==> src/rtl/pipe_stage_elastic.sv <==
// Elastic valid/ready pipeline stage with flush, ctrl zeroing on bubbles and perf counters.
// Optional skid register (registered in_ready) enabled by defining PIPE_STAGE_SKID_EN.
module pipe_stage_elastic #(
    parameter int unsigned DATA_W = 32,
    parameter int unsigned CTRL_W = 32,
    parameter int unsigned CNT_W  = 16
) (
    input  logic              clk,
    input  logic              reset,
    input  logic              in_valid,
    output logic              in_ready,
    input  logic [DATA_W-1:0] in_data,
    input  logic [CTRL_W-1:0] in_ctrl,
    output logic              out_valid,
    input  logic              out_ready,
    output logic [DATA_W-1:0] out_data,
    output logic [CTRL_W-1:0] out_ctrl,
    input  logic              flush,
    input  logic              perf_clr,
    output logic [CNT_W-1:0]  stall_cnt,
    output logic [CNT_W-1:0]  flush_cnt
);

`ifdef PIPE_STAGE_SKID_EN
    typedef enum logic [1:0] {EMPTY, ONE, FULL} state_t;
`else
    typedef enum logic {EMPTY, ONE} state_t;
`endif

    localparam logic [CNT_W+1:0] CNT_MAX = {2'b00, {CNT_W{1'b1}}};

    state_t            state_q, state_d;
    logic [DATA_W-1:0] m_data_q, m_data_d;
    logic [CTRL_W-1:0] m_ctrl_q, m_ctrl_d;
    logic [CNT_W-1:0]  stall_cnt_d, flush_cnt_d;
    logic [CNT_W+1:0]  flush_sum;
    logic [1:0]        held;
    logic              in_fire;
    logic              out_fire;

    assign out_valid = (state_q != EMPTY);
    assign out_data  = m_data_q;
    assign out_ctrl  = m_ctrl_q;
    assign in_fire   = in_valid & in_ready;
    assign out_fire  = out_valid & out_ready;

`ifdef PIPE_STAGE_SKID_EN
    logic [DATA_W-1:0] s_data_q, s_data_d;
    logic [CTRL_W-1:0] s_ctrl_q, s_ctrl_d;
    logic              in_ready_q;

    assign in_ready = in_ready_q;
    assign held     = (state_q == FULL) ? 2'd2 : {1'b0, out_valid};
`else
    assign in_ready = !out_valid | out_ready;
    assign held     = {1'b0, out_valid};
`endif

    always_comb begin
        state_d  = state_q;
        m_data_d = m_data_q;
        m_ctrl_d = m_ctrl_q;
`ifdef PIPE_STAGE_SKID_EN
        s_data_d = s_data_q;
        s_ctrl_d = s_ctrl_q;
`endif
        if (flush) begin
            state_d  = EMPTY;
            m_data_d = '0;
            m_ctrl_d = '0;
`ifdef PIPE_STAGE_SKID_EN
            s_data_d = '0;
            s_ctrl_d = '0;
`endif
        end else begin
            case (state_q)
                EMPTY: begin
                    if (in_fire) begin
                        state_d  = ONE;
                        m_data_d = in_data;
                        m_ctrl_d = in_ctrl;
                    end
                end
                ONE: begin
                    if (in_fire && out_ready) begin
                        m_data_d = in_data;
                        m_ctrl_d = in_ctrl;
`ifdef PIPE_STAGE_SKID_EN
                    end else if (in_fire) begin
                        state_d  = FULL;
                        s_data_d = in_data;
                        s_ctrl_d = in_ctrl;
`endif
                    end else if (out_fire) begin
                        // Bubble: zero the ctrl so RegWrite/MemWrite cannot leak downstream.
                        state_d  = EMPTY;
                        m_data_d = '0;
                        m_ctrl_d = '0;
                    end
                end
`ifdef PIPE_STAGE_SKID_EN
                FULL: begin
                    if (out_ready) begin
                        state_d  = ONE;
                        m_data_d = s_data_q;
                        m_ctrl_d = s_ctrl_q;
                        s_data_d = '0;
                        s_ctrl_d = '0;
                    end
                end
`endif
                default: state_d = EMPTY;
            endcase
        end
    end

    always_comb begin
        stall_cnt_d = stall_cnt;
        flush_cnt_d = flush_cnt;
        flush_sum   = {2'b00, flush_cnt} + {{CNT_W{1'b0}}, held}
                    + {{(CNT_W+1){1'b0}}, in_fire};
        if (perf_clr) begin
            stall_cnt_d = '0;
            flush_cnt_d = '0;
        end else begin
            if (out_valid && !out_ready && (stall_cnt != '1))
                stall_cnt_d = stall_cnt + CNT_W'(1);
            // Discarded = held entries plus an input accepted in the flush cycle.
            if (flush)
                flush_cnt_d = (flush_sum > CNT_MAX) ? '1 : flush_sum[CNT_W-1:0];
        end
    end

    always_ff @(posedge clk or posedge reset) begin
        if (reset) begin
            state_q   <= EMPTY;
            m_data_q  <= '0;
            m_ctrl_q  <= '0;
            stall_cnt <= '0;
            flush_cnt <= '0;
        end else begin
            state_q   <= state_d;
            m_data_q  <= m_data_d;
            m_ctrl_q  <= m_ctrl_d;
            stall_cnt <= stall_cnt_d;
            flush_cnt <= flush_cnt_d;
        end
    end

`ifdef PIPE_STAGE_SKID_EN
    always_ff @(posedge clk or posedge reset) begin
        if (reset) begin
            s_data_q   <= '0;
            s_ctrl_q   <= '0;
            in_ready_q <= 1'b1;
        end else begin
            s_data_q   <= s_data_d;
            s_ctrl_q   <= s_ctrl_d;
            in_ready_q <= (state_d != FULL);
        end
    end
`endif

endmodule

==> config.mk <==
export PLATFORM = sky130hd
export DESIGN_NAME = pipe_stage_elastic
export DESIGN_NICKNAME = d
export VERILOG_FILES = /design/src/rtl/pipe_stage_elastic.sv
export SDC_FILE = /design/constraint.sdc
export NUM_CORES = 1
export LEC_CHECK = 0
export BUFFER_PORTS_ARGS = -buffer_cell sky130_fd_sc_hd__buf_2
export CORE_MARGIN = 4
export CORE_UTILIZATION = 44
export DETAILED_ROUTE_END_ITERATION = 7
export PLACE_DENSITY = 0.88
export SLEW_MARGIN = 10
export SYNTH_ARGS = -nofsm -noshare
export SYNTH_HDL_FRONTEND = slang
export SYNTH_SLANG_ARGS = --single-unit
export TNS_END_PERCENT = 5
==> constraint.sdc <==
create_clock -name clk -period 2.96 [get_ports clk]
set_clock_uncertainty 0.05 [all_clocks]
set_input_delay 0.296 -clock clk [delete_from_list [all_inputs] [get_ports clk]]
set_output_delay 0.296 -clock clk [all_outputs]
set_load 0.05 [all_outputs]
* Word level (Yosys, flattened, before mapping)
Cells that the tools add are included.
** Storage, ports and cells
- Register bits after elaboration :: 97
- Input bits :: 70
- Output and inout bits :: 98
- Logic and storage cells :: 43
** Operators by class
- Add/sub/neg operators :: 3
- Order comparisons :: 1
- Equality and inequality tests :: 3
- Mux-type cells :: 19
- Bitwise gates (word level) :: 4
- Reduce and logical (&&, ||, !) cells :: 8
** Operators with widths (number)
- $mux 32 :: 7
- $pmux 32 s2 :: 2
- $mux 16 :: 5
- $add 17x1->18 :: 1
- $gt 18x16->1 const B :: 1
- $add 16x1->17 :: 1
- $add 16x1->16 const B :: 1
- $ne 16x16->1 const B :: 1
- $mux 1 :: 4
- $ne 4x2->1 const B :: 1
- $reduce_bool 2->1 :: 2
- $logic_and 1x1->1 :: 3
- $ne 3x3->1 const B :: 1
- $and 1x1->1 :: 2
- $logic_not 1->1 :: 2
- $pmux 1 s2 :: 1
- $reduce_and 2->1 :: 1
- $not 1->1 :: 1
- $or 1x1->1 :: 1

* Logic depth before layout (Yosys ltp)
Gate-level depths: netlist of run 1.
- Depth after elaboration :: 8
- Depth in mapped cells :: 13
- Mapped depth without buffers :: 12

* Worst setup path after synthesis of run 1
Ideal clock, no wire load.
- Path kind :: register -> register
- Start :: register state_q, in the netlist out_valid
- End :: register flush_cnt[7]
- Setup time :: 134 ps
- Data arrival time :: 2908 ps
- Required time :: 2776 ps
- Path slack :: -132 ps
- Cell stages (with the launch flop) :: 14
- Path buffers :: 1
- Clock period less this slack :: 3092 ps
- Path through :: dfrtp_1 > and2b_2 > inv_4 > nand2_1 > xnor2_1 > ha_1 > a31oi_4 > inv_1 > ha_1 > and3_4 > and2_4 > buf_6 > nor4b_2 > o32ai_2
** On the way
- Word-level cells in the longest chain between the ends :: 8
- Elaborated cells on any way between the ends :: 9
- Classes of those cells :: add/sub (2); order compare (1); mux (3); bitwise (2); reduce/logical (1)
** Ends and longest elaborated chain
- start, declared :: line 32 : state_t state_q, state_d;
- start signal, assigned :: line 142 : state_q <= state_d;
- $logic_not 1->1 * :: line 55 : assign in_ready = !out_valid | out_ready;
- $or 1x1->1 * :: line 55
- via in_ready :: line 11 : output logic in_ready,
- $and 1x1->1 * :: line 44 : assign in_fire = in_valid & in_ready;
- $add 17x1->18 * :: line 121 : + {{(CNT_W+1){1'b0}}, in_fire};
- $gt 18x16->1 :: line 130 : flush_cnt_d = (flush_sum > CNT_MAX) ? '1 : flush_sum[CNT_W-1:0];
- $mux 16 * :: line 130
- $mux 16 * :: line 129 : if (flush)
- $mux 16 * :: line 122 : if (perf_clr) begin
- end signal, assigned :: line 146 : flush_cnt <= flush_cnt_d;
- end, declared :: line 21 : output logic [CNT_W-1:0] flush_cnt
The timed path passes the listed nets; every way through them passes the cells marked *. The select of a mux whose other input is x is not followed.
A chain may end at the register's enable or synchronous reset.

* Final worst setup path of run 1
- Start :: register state_q, in the netlist out_valid
- End :: register flush_cnt[7]
** On the way
- Word-level cells in the longest chain between the ends :: 8
- Elaborated cells on any way between the ends :: 9
- Classes of those cells :: add/sub (2); order compare (1); mux (3); bitwise (2); reduce/logical (1)
** Ends and longest elaborated chain (line)
- parallel branches: the longest is 3 deep, another holds $add 16x1->17
- $add 17x1->18 * :: 121
- $gt 18x16->1 :: 130
- $mux 16 * :: 130
- $mux 16 * :: 129
- $mux 16 * :: 122
Mark *: on every way between the ends. The select of a mux whose other input is x is not followed.

==> results.json, run 1 <==
{
  "wl_met3_um": 661,
  "synth_async_sr_flop_share_pct": 100,
  "cp_max_fo": 8,
  "synth_seq_cells": 97,
  "htree_levels": 3,
  "num_antenna_cells": 0,
  "cts_tree": "done",
  "slew_violations": 0,
  "fmax_ghz": 0.359,
  "cts_root_buffer": "clkbuf_8",
  "multi_input_area_um2": 1620,
  "syn_avg_cell_area_um2": 12.2,
  "nets": 578,
  "p_per_area_nw_per_um2": 509,
  "dpl_cell_area_um2": 5120,
  "fin_area_um2": 5320,
  "syn_inst": 342,
  "syn-num-nets": 415,
  "maxCapViolCount": 0,
  "reg2reg_slack_ns": 0.18,
  "hold_violations": 0,
  "drt-vias-per-instance": 5.31,
  "ys_seq_area_share_pct": 58.1,
  "design.core.area_um2": 9240,
  "drtAntennaViolNets": 0,
  "critPathArrivalTime_ns": 2.97,
  "synth_cell_types": 48,
  "synth_top_flop_cell": "dfrtp_1",
  "grt_start_max_net_pins": 65,
  "num_rows": 35,
  "first_global_vias": 3493,
  "rsz0062_at_grt": "no",
  "cellLeakagePower_nw": 2.80,
  "wl_met2_um": 5140,
  "io_buffers": 167,
  "setup_viol": 0,
  "syn_area_um2": 4180,
  "yosysWarnings": 0,
  "final_common_cell": "buf_2",
  "r2r_end": "flush_cnt[7]",
  "period_needed_ns": 2.78,
  "path_clk_slew_ns": 0.11,
  "place.gp.congestion": 0.854,
  "layout_common_cells": "buf_2, dfrtp_1, a22o_1",
  "grt_usage_pct": 18.6,
  "clk_latency_ns": 0.36,
  "ios": 168,
  "n_fill_cell": 800,
  "fp.dieW_um": 105,
  "dpl.hpwl_um": 7490,
  "hold_class": "input port to asynchronous set/reset pin",
  "final_cell_count_no_fill": 639,
  "synth_edf_count": 0,
  "ff_latch_area_um2": 2430,
  "p_total_mw": 2.71,
  "critPathCaptureType": "flip-flop",
  "cts_resized": 0,
  "initial_utilization_pct": 45.2,
  "ff2ff_path_depth": 12,
  "synth.top_cells.by_area": "dfrtp_1, a22o_1, xnor2_1, nor2_1, nor3_1",
  "drc": 0,
  "r2r-start": "out_valid",
  "syn_to_final_growth_pct": 27.4,
  "grt_first_pass_wirelength_um": 17000,
  "top_layer_used": "met4",
  "cp-start-kind": "flip-flop",
  "dieArea_um2": 11100,
  "drtPass1Iterations": 4,
  "wl_met1_um": 4300,
  "fin_setup_tns_ns": 0,
  "clk_path_buf_depth": 2,
  "yosysTopAreaCellShare_pct": 58.1,
  "outcome": "finished clean",
  "cts.sinks": 97,
  "antenna_found_initial": 0,
  "wl_um": 10200,
  "path_class": "flip-flop to flip-flop",
  "peakVddDrop_uv": 293,
  "drt_iter0_drc": 111,
  "yosysTopAreaCell": "dfrtp_1",
  "overflow": 0,
  "dr_total_vias": 3394,
  "cp.required_ns": 3.15,
  "cts-buffers-inserted": 9,
  "placed_cells": 622,
  "drive_gt1_share_pct": 41.8,
  "tightestPinTransition_ns": 0.907,
  "relSlewSlack_pct": 39.4,
  "die_h_um": 105,
  "final.period_utilization_pct": 94.0,
  "wire_per_inst_um": 16.0
}
-- routing by layer --
metal,GRT usage [%],vias to the layer above
met5,0,-
met4,5.62,0
met3,4.90,14
met2,30.4,128
met1,24.4,1644
li1,-,1608
-- state kept, by name, summed over array words and instances (netlist names) --
register   count
flush_cnt     16
stall_cnt     16
out_ctrl      32
out_data      32
out_valid      1
-- cell usage after synthesis (3+ instances only) --
cell type / count
and4_1: 6
a22o_1: 64
nor2_1: 26
nand4_1: 3
ha_1: 3
nor3_1: 15
nand3_1: 10
dfrtp_1: 97
nand2_1: 12
nor4_2: 4
clkbuf_1: 4
and3_1: 5
o21ai_0: 6
a21oi_1: 10
xnor2_1: 12
a31oi_1: 5
buf_2: 13
nor3b_1: 3
inv_1: 9
-- cells by family (layout without fill, tap and decap cells) --
| family | count (synthesis) | in the layout | share of synthesized area, % |
|---|---|---|---|
| AND/OR/NAND/NOR | 104 | 104 | 15.9 |
| flip-flops | 97 | 97 | 58.1 |
| buffers and inverters | 29 | 197 | 3.24 |
| adder cells (fa/ha/maj) | 3 | 3 | 0.899 |
| AO/OA/AOI/OAI | 96 | 96 | 19.1 |
| XOR/XNOR | 13 | 13 | 2.73 |
-- critical path: stages (launching register included) --
cell and delay (ns):
dfrtp_2 0.44, and2b_2 0.24, inv_4 0.10, nand2_1 0.12, xnor2_1 0.15, ha_1 0.22, a31oi_4 0.21, inv_1 0.09
ha_1 0.23, and3_4 0.19, and2_4 0.19, nor4b_2 0.31, o32ai_2 0.11
-- report_power, final --
part | total, mW | leakage, nW | internal, mW | switching, mW
Sequential | 1.41 | 1.31 | 1.38 | 0.0358
Clock | 0.825 | 0.0940 | 0.324 | 0.501
Combinational | 0.468 | 1.39 | 0.129 | 0.339
Total | 2.71 | 2.80 | 1.83 | 0.876
-- worst max-delay path by stage --
stage | end | depth (start not counted) | slack [ns] | start
final | flush_cnt[7] | 12 | 0.18 | out_valid
after detailed placement | flush_cnt[7] | 12 | 0.17 | out_valid
after global routing | flush_cnt[7] | 12 | 0.02 | out_valid
after global placement | flush_cnt[7] | 13 | 0.26 | out_ready
after CTS | flush_cnt[7] | 12 | 0.15 | out_valid
after floorplan | flush_cnt[7] | 13 | -0.02 | out_valid
-- per-stage QoR --
step	hold WS [ns]	setup slack (ns)	utilization (%)
2_1_floorplan	0.376	-0.0226	-
3_3_place_gp	0.433	0.257	55.5
3_5_place_dp	0.435	0.167	55.5
4_1_cts	0.0698	0.146	57.5
5_1_grt	0.0710	0.0151	57.5
6_report	0.0526	0.178	57.5
-- cell type report --
cell class / instances / area share (%)
repair buffers: 171 / 16.5
well taps: 129 / 3.04
inverters: 10 / 0.824
clock buffers: 9 / 2.33
clock inverters: 7 / 1.15
multi-input cells: 216 / 30.5
flip-flops and latches: 97 / 45.7
-- timing repair --
item                                    in CTS  in global routing
hold buffers                                 0                  0
hold endpoints to repair                     0                  0
endpoints found under the setup margin       0                  1
buffers inserted                             0                  1
(Power assumes the default switching activity.)
==> run 2: changes to the inputs <==
--- a/config.mk
+++ b/config.mk
@@ -10,6 +10,7 @@
 export CORE_UTILIZATION = 44
 export DETAILED_ROUTE_END_ITERATION = 7
 export PLACE_DENSITY = 0.88
+export SETUP_SLACK_MARGIN = 0.3
 export SLEW_MARGIN = 10
 export SYNTH_ARGS = -nofsm -noshare
 export SYNTH_HDL_FRONTEND = slang
==> constraint.sdc (replaced) <==
create_clock -name clk -period 2.2 [get_ports clk]
set_clock_uncertainty 0.05 [all_clocks]
set_input_delay 0.22 -clock clk [delete_from_list [all_inputs] [get_ports clk]]
set_output_delay 0.22 -clock clk [all_outputs]
set_load 0.05 [all_outputs]
==> run 2 against run 1 <==
The run now ends with setup timing left. Critical path type unchanged. Sequential share of layout area shrank 2.2 points. Routed wire length increased by 7.8%. Count of clock-buffer cells in the layout stayed put. Highest routed layer unchanged. Largest power group unchanged.
==> results.json, run 2 (same netlist as run 1, synthesis figures left out) <==
{
  "outcome": "finished, violations left",
  "violations": "setup timing",
  "htree_levels": 3,
  "ff2ff_path_depth": 12,
  "critPathArrivalTime_ns": 2.52,
  "p_per_area_nw_per_um2": 660,
  "period_needed_ns": 2.33,
  "maxCapViolCount": 0,
  "cp_max_fo": 4,
  "final.period_utilization_pct": 106,
  "dpl.hpwl_um": 7680,
  "critPathCaptureType": "flip-flop",
  "nets": 598,
  "syn_to_final_growth_pct": 33.8,
  "first_global_vias": 3648,
  "path_clk_slew_ns": 0.11,
  "wl_um": 11000,
  "wire_per_inst_um": 16.8,
  "design.core.area_um2": 9240,
  "ff_latch_area_um2": 2430,
  "cp-start-kind": "flip-flop",
  "fp.dieW_um": 105,
  "die_h_um": 105,
  "hold_violations": 0,
  "fmax_ghz": 0.430,
  "hold_class": "input port to flip-flop",
  "r2r-start": "out_valid",
  "post-cts-setup-buffers": 0,
  "multi_input_area_um2": 1710,
  "r2r_end": "flush_cnt[7]",
  "num_rows": 35,
  "initial_utilization_pct": 45.2,
  "peakVddDrop_uv": 355,
  "layout_common_cells": "buf_2, dfrtp_1, a22o_1",
  "whs_endpoint": "out_data[5]",
  "cellLeakagePower_nw": 2.91,
  "tightestPinTransition_ns": 0.551,
  "cts_root_buffer": "clkbuf_8",
  "drc": 0,
  "place.gp.congestion": 0.852,
  "drive_gt1_share_pct": 45.8,
  "drtPass1Iterations": 4,
  "n_fill_cell": 756,
  "final_common_cell": "buf_2",
  "grt_first_pass_wirelength_um": 17700,
  "num_antenna_cells": 0,
  "cts_tree": "done",
  "cts-buffers-inserted": 9,
  "drtAntennaViolNets": 0,
  "antenna_found_initial": 0,
  "cp.required_ns": 2.40,
  "drt_iter0_drc": 156,
  "setup_viol": 15,
  "dieArea_um2": 11100,
  "fin_setup_tns_ns": -0.935,
  "p_total_mw": 3.69,
  "dr_total_vias": 3553,
  "io_buffers": 167,
  "fin_ws_ns": -0.126,
  "rsz0062_at_grt": "yes",
  "clk_latency_ns": 0.36,
  "ios": 168,
  "relSlewSlack_pct": 63.3,
  "slew_violations": 0,
  "hold_depth": 2,
  "grt_start_max_net_pins": 98,
  "drt-vias-per-instance": 5.39,
  "clk_path_buf_depth": 2,
  "path_class": "flip-flop to flip-flop",
  "overflow": 0,
  "reg2reg_slack_ns": -0.13,
  "cts.sinks": 97,
  "hp-start": "in_data[5]",
  "grt_usage_pct": 19.5
}
## run 2: changes by cell type in the layout (fill, tap and decap cells not counted), sizes merged
cell / change
clkinv: -1
dlygate4sd3: +6
inv: -1
clkinvlp: +2
buf: +14
## run 2: metrics by stage
step / std cells / util, % / hold WS (ns) / setup WS (ns) / area, um^2
floorplan: 342 / - / 0.300 / -0.575 / 4210
finish: 659 / 60.4 / 0.0182 / -0.126 / 5590
global route: 659 / 60.4 / 0.00263 / -0.220 / 5590
CTS: 659 / 60.0 / 0.000204 / -0.0870 / 5540
global placement: 637 / 57.1 / 0.351 / -0.0458 / 5280
detailed placement: 637 / 57.1 / 0.365 / -0.138 / 5280
## run 2: what timing repair did
action / CTS / global route
pin swaps: 6 / 2
resized for setup: 6 / 10
hold buffers: 6 / 0
hold endpoints to repair: 102 / 0
endpoints found under the setup margin: 16 / 16
## run 2: area by class of cell
| type | instances | share of cell area [%] |
|---|---|---|
| inverter | 10 | 0.874 |
| tap | 129 | 2.89 |
| timing repair buffer | 191 | 18.9 |
| clock inverter | 7 | 1.08 |
| clock buffer | 9 | 2.22 |
| multi-input combinational | 216 | 30.6 |
| sequential | 97 | 43.5 |
## run 2: layer usage
| metal | vias up | share of wire [%] | track usage (%) |
|---|---|---|---|
| li1 | 1653 | - | - |
| met1 | 1748 | 41 | 23.4 |
| met2 | 129 | 51 | 34.2 |
| met3 | 23 | 6.0 | 3.86 |
| met4 | 0 | 2.4 | 8.25 |
| met5 | - | 0 | 0 |
## run 2: critical path: stages, from the launching register on
cell and delay (ns):
dfrtp_2 0.42, and2b_2 0.24, inv_8 0.06, nand2_4 0.04, xnor2_2 0.13, ha_2 0.21, a31oi_4 0.15, inv_2 0.07
ha_4 0.16, and3_4 0.14, and2_4 0.17, nor4b_4 0.27, o32ai_2 0.11
## run 2: worst max-delay path by stage
stage | startpoint | endpoint | cells past startpoint
after floorplan | out_valid | flush_cnt[7] | 13
after global placement | out_valid | flush_cnt[7] | 12
after detailed placement | out_valid | flush_cnt[7] | 12
after CTS | out_valid | flush_cnt[7] | 12
after global routing | out_valid | flush_cnt[7] | 12
final | out_valid | flush_cnt[7] | 12
## run 2: power breakdown
group          total, mW  switching [mW]  internal, mW
logic              0.682           0.476         0.206
registers           1.90          0.0466          1.85
clock network       1.10           0.673         0.429
total               3.69            1.20          2.49
==> run 3: changes to the inputs <==
--- a/config.mk
+++ b/config.mk
@@ -5,11 +5,13 @@
 export SDC_FILE = /design/constraint.sdc
 export NUM_CORES = 1
 export LEC_CHECK = 0
+export ABC_AREA = 1
 export BUFFER_PORTS_ARGS = -buffer_cell sky130_fd_sc_hd__buf_2
 export CORE_MARGIN = 4
-export CORE_UTILIZATION = 44
+export CORE_UTILIZATION = 45
 export DETAILED_ROUTE_END_ITERATION = 7
-export PLACE_DENSITY = 0.88
+export PLACE_DENSITY = 0.87
+export RECOVER_POWER = 100
 export SETUP_SLACK_MARGIN = 0.3
 export SLEW_MARGIN = 10
 export SYNTH_ARGS = -nofsm -noshare
==> run 3 against run 2 <==
The run still ends with setup timing left. Sequential power barely moved. Sequential share of layout area fell by 2.9 points. Worst hold slack improved by 0.013 ns. Register-to-register slack improved by 0.12 ns. Cell count rose by 32%. Die area rose by 9.8%. Via count rose by 28%. Power rose by 1.5%. Non-clock buffer count fell by 4. Critical path depth rose by 5. Combinational power rose by 5.4%. Fmax rose by 5.5%. Critical path type unchanged. Largest cell class unchanged. Largest power group unchanged.
==> results.json, run 3 <==
{
  "path_clk_slew_ns": 0.11,
  "placed_cells": 849,
  "drtPass1Iterations": 4,
  "fmax_ghz": 0.454,
  "pwr-share-seq_pct": 51.1,
  "yosysTopAreaCell": "dfrtp_1",
  "multi_input_area_um2": 2130,
  "cts_tree": "done",
  "syn-num-nets": 638,
  "n_fill_cell": 960,
  "maxCapViolCount": 0,
  "fin_ws_ns": -0.00366,
  "drive_gt1_share_pct": 22.9,
  "clkPwrFrac_pct": 29.7,
  "synth.top_cells.by_area": "dfrtp_1, nand3_1, nand2_1, inv_1, xor2_1",
  "num_rows": 37,
  "cts_root_buffer": "clkbuf_8",
  "outcome": "finished, violations left",
  "synth_top_flop_cell": "dfrtp_1",
  "fin_util_pct": 58.3,
  "ys_seq_area_share_pct": 51.4,
  "synth_common_cells": "nand3_1, nand2_1, dfrtp_1, inv_1, nor2_1",
  "use_met1_pct": 24.7,
  "yosysMostFrequentCell": "nand3_1",
  "dr_total_vias": 4539,
  "drt_iter0_drc": 240,
  "hold_violations": 0,
  "p_int_mw": 2.47,
  "slowest_stage": "dfrtp_2",
  "layout_common_cells": "nand3_1, nand2_1, dfrtp_1",
  "place.gp.congestion": 0.854,
  "path_class": "flip-flop to flip-flop",
  "peakVddDrop_uv": 375,
  "syn_area_um2": 4720,
  "p_per_area_nw_per_um2": 624,
  "synth_seq_cells": 97,
  "use_met3_pct": 6.74,
  "whs_ns": 0.0311,
  "cpPeakStageDelay_ns": 0.46,
  "p_total_mw": 3.74,
  "fp.dieW_um": 110,
  "drc": 0,
  "slew_violations": 0,
  "violations": "setup timing",
  "final.period_utilization_pct": 100,
  "clk_path_buf_depth": 2,
  "yosysTopAreaCellShare_pct": 51.4,
  "drt-vias-per-instance": 5.20,
  "wl_um": 12500,
  "die_h_um": 110,
  "rsz0062_at_grt": "yes",
  "final_cell_count_no_fill": 873,
  "cts.sinks": 97,
  "nets": 805,
  "io_buffers": 167,
  "first_global_vias": 4372,
  "grt_start_max_net_pins": 98,
  "grt.busiest_layer": "met2",
  "met2_usage_pct": 34.7,
  "cellLeakagePower_nw": 3.03,
  "dieArea_um2": 12200,
  "synth_edf_count": 0,
  "wire_per_inst_um": 14.3,
  "initial_utilization_pct": 46.0,
  "comb_power_share_pct": 19.2,
  "p_switching_mw": 1.27,
  "grt_first_pass_wirelength_um": 20700,
  "drtAntennaViolNets": 0,
  "switching_share_pct": 34.1,
  "period_needed_ns": 2.20,
  "syn_to_final_growth_pct": 26.8,
  "final_common_cell": "nand3_1",
  "dpl.hpwl_um": 8870,
  "syn_avg_cell_area_um2": 8.36,
  "hold_class": "input port to flip-flop",
  "synth_async_sr_flop_share_pct": 100,
  "tightestPinTransition_ns": 1.30,
  "critPathArrivalTime_ns": 2.42,
  "htree_levels": 3,
  "grt_usage_pct": 20.2,
  "num_antenna_cells": 0,
  "design.core.area_um2": 10300,
  "cts-buffers-inserted": 9,
  "worstPathCellList": "nand2_8 -> inv_6 -> nor2_4 -> xnor2_1 -> inv_1 -> ha_2 -> inv_2 -> nand2_4 -> ha_4 -> nand2_2 -> inv_2 -> nand3_4 -> nor2_4 -> nand4_4 -> nand3_1 -> nand2_1 -> o21ai_0",
  "overflow": 0,
  "synth_cell_types": 32,
  "critPathCaptureType": "flip-flop",
  "syn_inst": 565,
  "antenna_found_initial": 0,
  "yosysWarnings": 0,
  "setup_viol": 1,
  "cp-start-kind": "flip-flop",
  "clk_latency_ns": 0.36,
  "reg2reg_slack_ns": -0.004,
  "cp_max_fo": 6,
  "relSlewSlack_pct": 13.6,
  "ff_latch_area_um2": 2430,
  "cp.required_ns": 2.42,
  "ios": 168
}
## run 3: kinds of logic after synthesis
group	after synthesis	synth area share, %
compound gates	33	4.40
xor+xnor	16	2.97
fa+ha+maj	3	0.795
buf+inv	69	5.91
flops	97	51.4
simple gates	347	34.5
## run 3: power by group through the flow
stage	sequential (mW)	combinational [mW]	clock [mW]
3_5_place_dp	1.94	0.735	0
4_1_cts	1.91	0.738	1.15
6_report	1.91	0.719	1.11
3_3_place_gp	1.94	0.724	0
2_1_floorplan	2.20	0.235	0
5_1_grt	1.92	0.777	1.22
## run 3: per-layer routing
| layer | vias up | routed length, um |
|---|---|---|
| li1 | 2210 | - |
| met1 | 2170 | 5070 |
| met2 | 143 | 6340 |
| met3 | 16 | 951 |
| met4 | 0 | 164 |
| met5 | - | 0 |
## run 3: worst max-delay path: cells and delay by family (launching register included)
family          cells  cell delay, ns
compound gates      1            0.07
flops               1            0.46
xor+xnor            1            0.07
buf+inv             4            0.22
fa+ha+maj           2            0.30
simple gates        9            0.94
## run 3: worst paths after layout
check	start	end	cells past startpoint
max in group asynchronous	reset	out_valid	4
min	in_data[12]	out_data[12]	3
min in group asynchronous	reset	stall_cnt[11]	4
min reg2reg	out_data[27]	out_data[27]	2
max reg2reg	out_valid	flush_cnt[7]	17
max	out_valid	flush_cnt[7]	17
## run 3: through the flow
step	instance area (um^2)	setup WS [ns]	setup TNS, ns
6_report	5990	-0.00366	-0.00366
4_1_cts	6020	0.00193	0
3_5_place_dp	5800	-0.0540	-0.284
2_1_floorplan	4790	-0.363	-5.37
3_3_place_gp	5800	0.0199	0
5_1_grt	5990	-0.149	-1.73
## run 3: area by class of cell
type / count / share of cell area [%]
Inverter: 37 / 2.53
Multi-Input combinational cell: 400 / 35.6
Clock inverter: 6 / 0.961
Clock buffer: 10 / 2.13
Sequential cell: 97 / 40.6
Tap cell: 136 / 2.84
Timing Repair Buffer: 187 / 15.4
## run 3: what timing repair did
action	in CTS	in global routing
cloned	1	0
setup buffers	1	4
hold buffers	1	1
hold endpoints to repair	73	1
pin swaps	3	4
resized for setup	5	14
setup endpoints to repair	16	45
